==> src/rtl/switch_reg_loader_pkg.sv <==
// Shared types and limits for the switch-driven register loader.
// Optional build macro used by the top: SWITCH_REG_LOADER_BCD_CHECK_EN.
package switch_reg_loader_pkg;

  typedef enum logic [1:0] {
    IDLE         = 2'd0,
    WRITE        = 2'd1,
    WAIT_RELEASE = 2'd2
  } state_t;

  localparam logic [3:0] REG_SEL_MIN = 4'd1;
  localparam logic [3:0] REG_SEL_MAX = 4'd9;
  localparam logic [3:0] BCD_MAX     = 4'd9;

  function automatic logic sel_in_range(input logic [3:0] sel);
    return (sel >= REG_SEL_MIN) && (sel <= REG_SEL_MAX);
  endfunction

endpackage

==> src/rtl/switch_reg_loader_debounce.sv <==
// button_debounce: 2-flop synchroniser, saturating stable-sample counter and
// rising-edge detector for a raw board push-button.
module button_debounce #(
  parameter int DEBOUNCE_CYCLES = 250000
) (
  input  logic clock,
  input  logic reset_n,
  input  logic raw,
  output logic stable,
  output logic rise
);

  localparam int CNT_W = (DEBOUNCE_CYCLES < 1) ? 1 : $clog2(DEBOUNCE_CYCLES + 1);
  localparam logic [CNT_W-1:0] CNT_LAST = CNT_W'((DEBOUNCE_CYCLES < 1) ? 0 : DEBOUNCE_CYCLES - 1);
  localparam logic [CNT_W-1:0] CNT_MAX  = CNT_W'(DEBOUNCE_CYCLES);

  logic [1:0]       sync_reg;
  logic             stable_reg;
  logic             rise_reg;
  logic [CNT_W-1:0] count_reg;

  always_ff @(posedge clock or negedge reset_n) begin
    if (!reset_n) begin
      sync_reg   <= 2'b00;
      stable_reg <= 1'b0;
      rise_reg   <= 1'b0;
      count_reg  <= '0;
    end else begin
      sync_reg <= {sync_reg[0], raw};
      rise_reg <= 1'b0;
      if (sync_reg[1] == stable_reg) begin
        count_reg <= '0;
      end else if (count_reg >= CNT_LAST) begin
        // This cycle is the last of the required run of differing samples.
        stable_reg <= sync_reg[1];
        rise_reg   <= sync_reg[1];
        count_reg  <= '0;
      end else if (count_reg != CNT_MAX) begin
        count_reg <= count_reg + 1'b1;
      end
    end
  end

  assign stable = stable_reg;
  assign rise   = rise_reg;

endmodule

==> src/rtl/switch_reg_loader.sv <==
// Loads a switch-selected register with a BCD digit on a debounced button press.
// Define SWITCH_REG_LOADER_BCD_CHECK_EN to also reject digits above 9.
module switch_reg_loader
  import switch_reg_loader_pkg::*;
#(
  parameter int DEBOUNCE_CYCLES = 250000,
  parameter int ADDR_W          = 5
) (
  input  logic              clock,
  input  logic              reset_n,
  input  logic [3:0]        SW,
  input  logic [3:0]        DIGIT,
  input  logic              BTN,
  output logic              wr_valid,
  input  logic              wr_ready,
  output logic [ADDR_W-1:0] wr_addr,
  output logic [31:0]       wr_data,
  output logic              err
);

  logic              btn_stable;
  logic              btn_rise;
  logic              load_ok;
  state_t            state_reg;
  logic              wr_valid_reg;
  logic              err_reg;
  logic [ADDR_W-1:0] wr_addr_reg;
  logic [31:0]       wr_data_reg;

  button_debounce #(
    .DEBOUNCE_CYCLES(DEBOUNCE_CYCLES)
  ) u_btn (
    .clock  (clock),
    .reset_n(reset_n),
    .raw    (BTN),
    .stable (btn_stable),
    .rise   (btn_rise)
  );

  always_comb begin
    load_ok = sel_in_range(SW);
`ifdef SWITCH_REG_LOADER_BCD_CHECK_EN
    if (DIGIT > BCD_MAX) load_ok = 1'b0;
`endif
  end

  always_ff @(posedge clock or negedge reset_n) begin
    if (!reset_n) begin
      state_reg    <= IDLE;
      wr_valid_reg <= 1'b0;
      err_reg      <= 1'b0;
      wr_addr_reg  <= '0;
      wr_data_reg  <= '0;
    end else begin
      err_reg <= 1'b0;
      case (state_reg)
        IDLE: begin
          if (btn_rise) begin
            if (load_ok) begin
              wr_addr_reg  <= ADDR_W'(SW);
              wr_data_reg  <= 32'(DIGIT);
              wr_valid_reg <= 1'b1;
              state_reg    <= WRITE;
            end else begin
              err_reg   <= 1'b1;
              state_reg <= WAIT_RELEASE;
            end
          end
        end
        WRITE: begin
          if (wr_ready) begin
            wr_valid_reg <= 1'b0;
            state_reg    <= WAIT_RELEASE;
          end
        end
        WAIT_RELEASE: begin
          // Presses seen while busy are dropped, not queued.
          if (!btn_stable) state_reg <= IDLE;
        end
        default: state_reg <= IDLE;
      endcase
    end
  end

  assign wr_valid = wr_valid_reg;
  assign err      = err_reg;
  assign wr_addr  = wr_addr_reg;
  assign wr_data  = wr_data_reg;

endmodule

==> config.mk <==
export PLATFORM = sky130hd
export DESIGN_NAME = switch_reg_loader
export DESIGN_NICKNAME = d
export VERILOG_FILES = /design/src/rtl/switch_reg_loader_pkg.sv /design/src/rtl/switch_reg_loader_debounce.sv /design/src/rtl/switch_reg_loader.sv
export SDC_FILE = /design/constraint.sdc
export NUM_CORES = 1
export LEC_CHECK = 0
export ABC_AREA = 1
export BUFFER_PORTS_ARGS = -buffer_cell sky130_fd_sc_hd__buf_2
export CAP_MARGIN = 0
export CORE_UTILIZATION = 57
export CTS_CLUSTER_DIAMETER = 50
export DETAILED_ROUTE_END_ITERATION = 6
export PLACE_DENSITY = 0.85
export RECOVER_POWER = 25
export SLEW_MARGIN = 20
export SYNTH_ARGS = -nofsm -noshare
export SYNTH_HDL_FRONTEND = slang
export SYNTH_HIERARCHICAL = 1
export SYNTH_SLANG_ARGS = --single-unit
==> constraint.sdc <==
create_clock -name clock -period 4.16 [get_ports clock]
set_input_delay 0.416 -clock clock [delete_from_list [all_inputs] [get_ports clock]]
set_output_delay 0.416 -clock clock [all_outputs]
set_load 0.005 [all_outputs]
# Word level (Yosys, flattened, before mapping)
# Cells that the tools add are included.
[word_totals]
ff_bits = 34
input_bits = 12
out_inout_bits = 39
word_cells = 47
[op_classes]
add_sub_neg = 1
magnitude_cmp = 3
eq_ne = 8
n_mux = 17
n_bitwise = 1
n_reduce_logical = 8
[ops]
columns = ["cell", "n"]
rows = [
  ["$mux 18", 3],
  ["$add 18x1->18 const B", 1],
  ["$ge 18x18->1 const B", 1],
  ["$ne 18x18->1 const B", 1],
  ["$mux 1", 8],
  ["$mux 2", 4],
  ["$ne 2x2->1 const B", 3],
  ["$pmux 2 s3", 1],
  ["$reduce_and 3->1", 2],
  ["$ge 4x1->1 const B", 1],
  ["$le 4x4->1 const B", 1],
  ["$reduce_and 4->1", 1],
  ["$reduce_bool 3->1", 1],
  ["$eq 2x1->1 const B", 1],
  ["$eq 2x2->1 const B", 1],
  ["$logic_not 2->1", 1],
  ["$ne 2x1->1 const B", 1],
  ["$pmux 1 s2", 1],
  ["$reduce_and 2->1", 1],
  ["$reduce_bool 2->1", 1],
  ["$eq 1x1->1", 1],
  ["$logic_and 1x1->1", 1],
  ["$not 1->1", 1],
]

# Longest topological paths before layout
[logic_depth]
ltp_word = 5
depth_mapped = 10
mapped_depth_nobuf = 9

# Modules after synthesis
# Netlist, hierarchy kept.
[by_module_without_submodules]
columns = ["module", "n_inst", "cells_per_inst", "area_per_inst_um2", "seq_area_each_um2"]
rows = [
  ["button_debounce", 1, 163, 1276.2, 550.5],
  ["switch_reg_loader", 1, 93, 782.0, 300.3],
]

# Least setup slack after synthesis
# Ideal clock, no wire load.
[synth_timing]
path_type = "register -> register"
startpoint = "register u_btn.count_reg[0]"
endpoint = "register u_btn.count_reg[16]"
setup_ns = 0.121
arrival_ns = 1.325
t_required_ns = 4.039
setup_slack_ns = 2.714
stages_incl_launch_ff = 10
path_buffers = 1
period_less_slack_ns = 1.446
path_cell_list = "dfrtp_1 > ha_1 > nand2_2 > nor2_4 > nand3_2 > nor2_4 > nor2_4 > nand2_4 > buf_6 > nor2_2"
[synth_via]
elab_chain_cells = 4
elab_cells_between_ends = 7
cone_classes = "add/sub: 1; order compare: 1; eq/ne: 1; mux: 3; reduce/logical: 1"
[synth_rtl]
columns = ["element", "line_no", "source"]
rows = [
  ["from (decl)", "switch_reg_loader_debounce.sv:20", "logic [CNT_W-1:0] count_reg;"],
  ["from (signal assigned)", "switch_reg_loader_debounce.sv:39", "count_reg <= count_reg + 1'b1;"],
  ["$add 18x1->18", "switch_reg_loader_debounce.sv:39", ""],
  ["$mux 18", "switch_reg_loader_debounce.sv:38", "end else if (count_reg != CNT_MAX) begin"],
  ["$mux 18", "switch_reg_loader_debounce.sv:33", "end else if (count_reg >= CNT_LAST) begin"],
  ["$mux 18", "switch_reg_loader_debounce.sv:31", "if (sync_reg[1] == stable_reg) begin"],
]
# Several ways; a longest one is shown, not always the timed one. The select of a mux whose other input is x is not followed.
# A chain may end at the register's enable or synchronous reset.

# Final worst setup path
[layout_timing]
startpoint = "register u_btn.count_reg[0]"
endpoint = "register u_btn.count_reg[9]"
# The elaborated chain is that of the path after synthesis.

==> flow_summary.toml <==
[outcome]
status = "finished with violations"
violations = "max-capacitance violations, max-slew violations"

[critical_path]
end_kind = "flip-flop"
required_ns = 4.43
arrival_ns = 1.83
startpoint_type = "flip-flop"
critPathKind = "flip-flop to flip-flop"
crit_fanout = 14

[power_and_ir_drop]
switching_power_w = 0.000139
p_sw_frac = 0.203
leakage_nw = 1.12
cellPowerDensity_nw_per_um2 = 312
finalPower_w = 0.000687
power.internal_w = 0.000547
pwr-share-seq = 0.492
combPwrFrac = 0.053
ir_drop_v = 0.000231
pwr-share-clk = 0.456

[layout]
nFillCells = 293
largest_reg_flops = 18
nNetsFinal = 295
final_core_util = 0.649
drive_gt1_frac = 0.191
syn_to_final_growth_pct = 6.87
diodes = 0

[logic_synthesis]
async_reset_ff_frac = 1.00
synth_edf_count = 0
synth_largest_area_cell = "dfrtp_1"
synth_cell_types = 25
synth-seq-cells = 34
post_synth.cell_area_avg_um2 = 8.04
ys_top_cells_by_area = "dfrtp_1 (41%), nand2_1 (12%), buf_4 (11%)"
synth-warning-count = 6
synth_cells = 256
synth-main-ff-cell = "dfrtp_1"
synth_most_common_cell = "nand2_1"
synth_area_um2 = 2060
synth.top_cell.area_share = 0.413
synth_commonest_cells = "nand2_1 (68), dfrtp_1 (34), nor2_1 (32)"
yosysSeqAreaShare = 0.413

[clocking]
worst_setup_hold_path_clk_slew_ns = 0.10
clock_latency_ns = 0.34
htree_num_levels = 2
numCtsBuffers = 5
cts_tree = "built"
cts_setup_buffers = 0
clock_path_buffers = 2
cts_root_buffer = "clkbuf_4"
cts-resized-gates = 0
cts_hold_buf = 0
clock-sinks = 34

[floorplan]
dieArea_um2 = 3860
core_area_um2 = 3390
die_x_um = 62.1
io_pins = 51
start_util = 0.607
chipHeight_um = 62.1
std_cell_rows = 21

[sta]
hold_violations = 0
rsz0062_at_grt = "no"
layout_setup_ws_ns = 2.60
finalCritPeriodShare = 0.376
fin_setup_tns_ns = 0
setup_viol = 0
worst_pin_slew_ns = 1.71
slew_violations = 35
clock.fmax_ghz = 0.639
period_minus_slack_ns = 1.56
finalClockSkew_ns = 0.00464
hold_ws_ns = 0.179
maxSlewHeadroom = -0.139

[global_routing]
antenna_found_initial = 0
grt_overflow_total = 0
first_global_vias = 1211
grt.total_usage = 0.190
grt_max_degree = 35
grt_pass1_wl_um = 5160

[routing]
drc = 0
first_pass_iters = 4
top_layer = "met4"
met3_length_um = 185
num_vias = 1483
wl_met2_um = 1470
viasPerCell = 4.52
routed_wl_um = 3180
drtIter0Drc = 40
wl_per_cell_um = 9.69
ant_nets = 0
wl_met1_um = 1490

[place]
hpwlAfterDp_um = 2430
place_ws_ns = 2.61
gp_congestion = 0.890
port_buffers = 21

[hold_path]
hold_path_class = "input port to flip-flop"

[run]
cap_violations = 1
-- worst max-delay path: stages (launching register included) --
cell and delay, ns:
dfrtp_1 0.43, ha_1 0.25, nand2_2 0.12, nor2_4 0.05, nand3_2 0.08, nor2_4 0.04, nor2_4 0.19, nand2_4 0.18
nor2_1 0.13
-- metrics by stage --
stage / instance area [um^2] / std cells
after floorplan: 2160 / 284
after global placement: 2090 / 320
after detailed placement: 2090 / 320
after CTS: 2200 / 328
after global routing: 2200 / 328
final: 2200 / 328
-- worst paths after layout --
check | start | to | slack (ns) | depth (start not counted)
setup / recovery | u_btn/count_reg[0] | u_btn/count_reg[9] | 2.60 | 8
hold / removal | BTN | u_btn/sync_reg[0] | 0.18 | 1
setup reg to reg | u_btn/count_reg[0] | u_btn/count_reg[9] | 2.60 | 8
hold reg to reg | u_btn/sync_reg[0] | u_btn/sync_reg[1] | 0.36 | 0
max in group asynchronous | reset_n | wr_data[1] | 2.67 | 1
min in group asynchronous | reset_n | u_btn/count_reg[0] | 0.51 | 1
-- power groups by stage --
stage                     clock network [W]  logic (W)  registers (W)
after floorplan                           0  0.0000432       0.000344
after global placement                    0  0.0000363       0.000344
after detailed placement                  0  0.0000368       0.000344
after CTS                          0.000322  0.0000370       0.000338
after global routing               0.000338  0.0000445       0.000338
final                              0.000313  0.0000362       0.000338
-- layout by cell type, fill, tap and decap left out --
cell type  count
nand2_4        2
o21ai_1        1
nor2_2        11
nor3_1         3
a21oi_4        1
dfrtp_1       34
conb_1        29
clkbuf_8       1
inv_1         24
nor3_2         2
inv_2          1
xnor2_1        3
nand2_2        2
o21ai_0        2
nor2_8         1
clkbuf_1       1
nand3_2        1
clkbuf_4       5
a21oi_1        1
buf_2         20
nand3_1       14
nor2_4         5
xor2_1        11
ha_1           2
nor2_1        32
nand4_1        3
nand2_1       68
bufinv_16      2
-- layout make-up --
class	count	area, um^2	share of cell area
Clock buffer	6	51.3	0.0233
Clock inverter	2	60.1	0.0273
Inverter	25	93.8	0.0427
Multi-Input combinational cell	194	982	0.447
Sequential cell	34	851	0.387
Tap cell	46	57.6	0.0262
Timing Repair Buffer	21	104	0.0472
-- per-layer routing --
metal | track usage | vias up
li1 | - | 772
met1 | 0.262 | 665
met2 | 0.284 | 42
met3 | 0.0559 | 4
met4 | 0.0730 | 0
met5 | 0 | -
-- kinds of logic (layout without fill, tap and decap cells) --
logic type | count (synthesis) | after routing | synth area share
DFF | 34 | 34 | 0.413
and+or+nand+nor | 144 | 144 | 0.335
adders and majority gates | 2 | 2 | 0.0122
xor gates and xnor gates | 14 | 14 | 0.0596
buffers and inverters | 56 | 54 | 0.160
other | 1 | 29 | 0.00182
AOI/OAI and AO/OA | 5 | 5 | 0.0176
No activity file was read; power rests on OpenSTA's default activity.
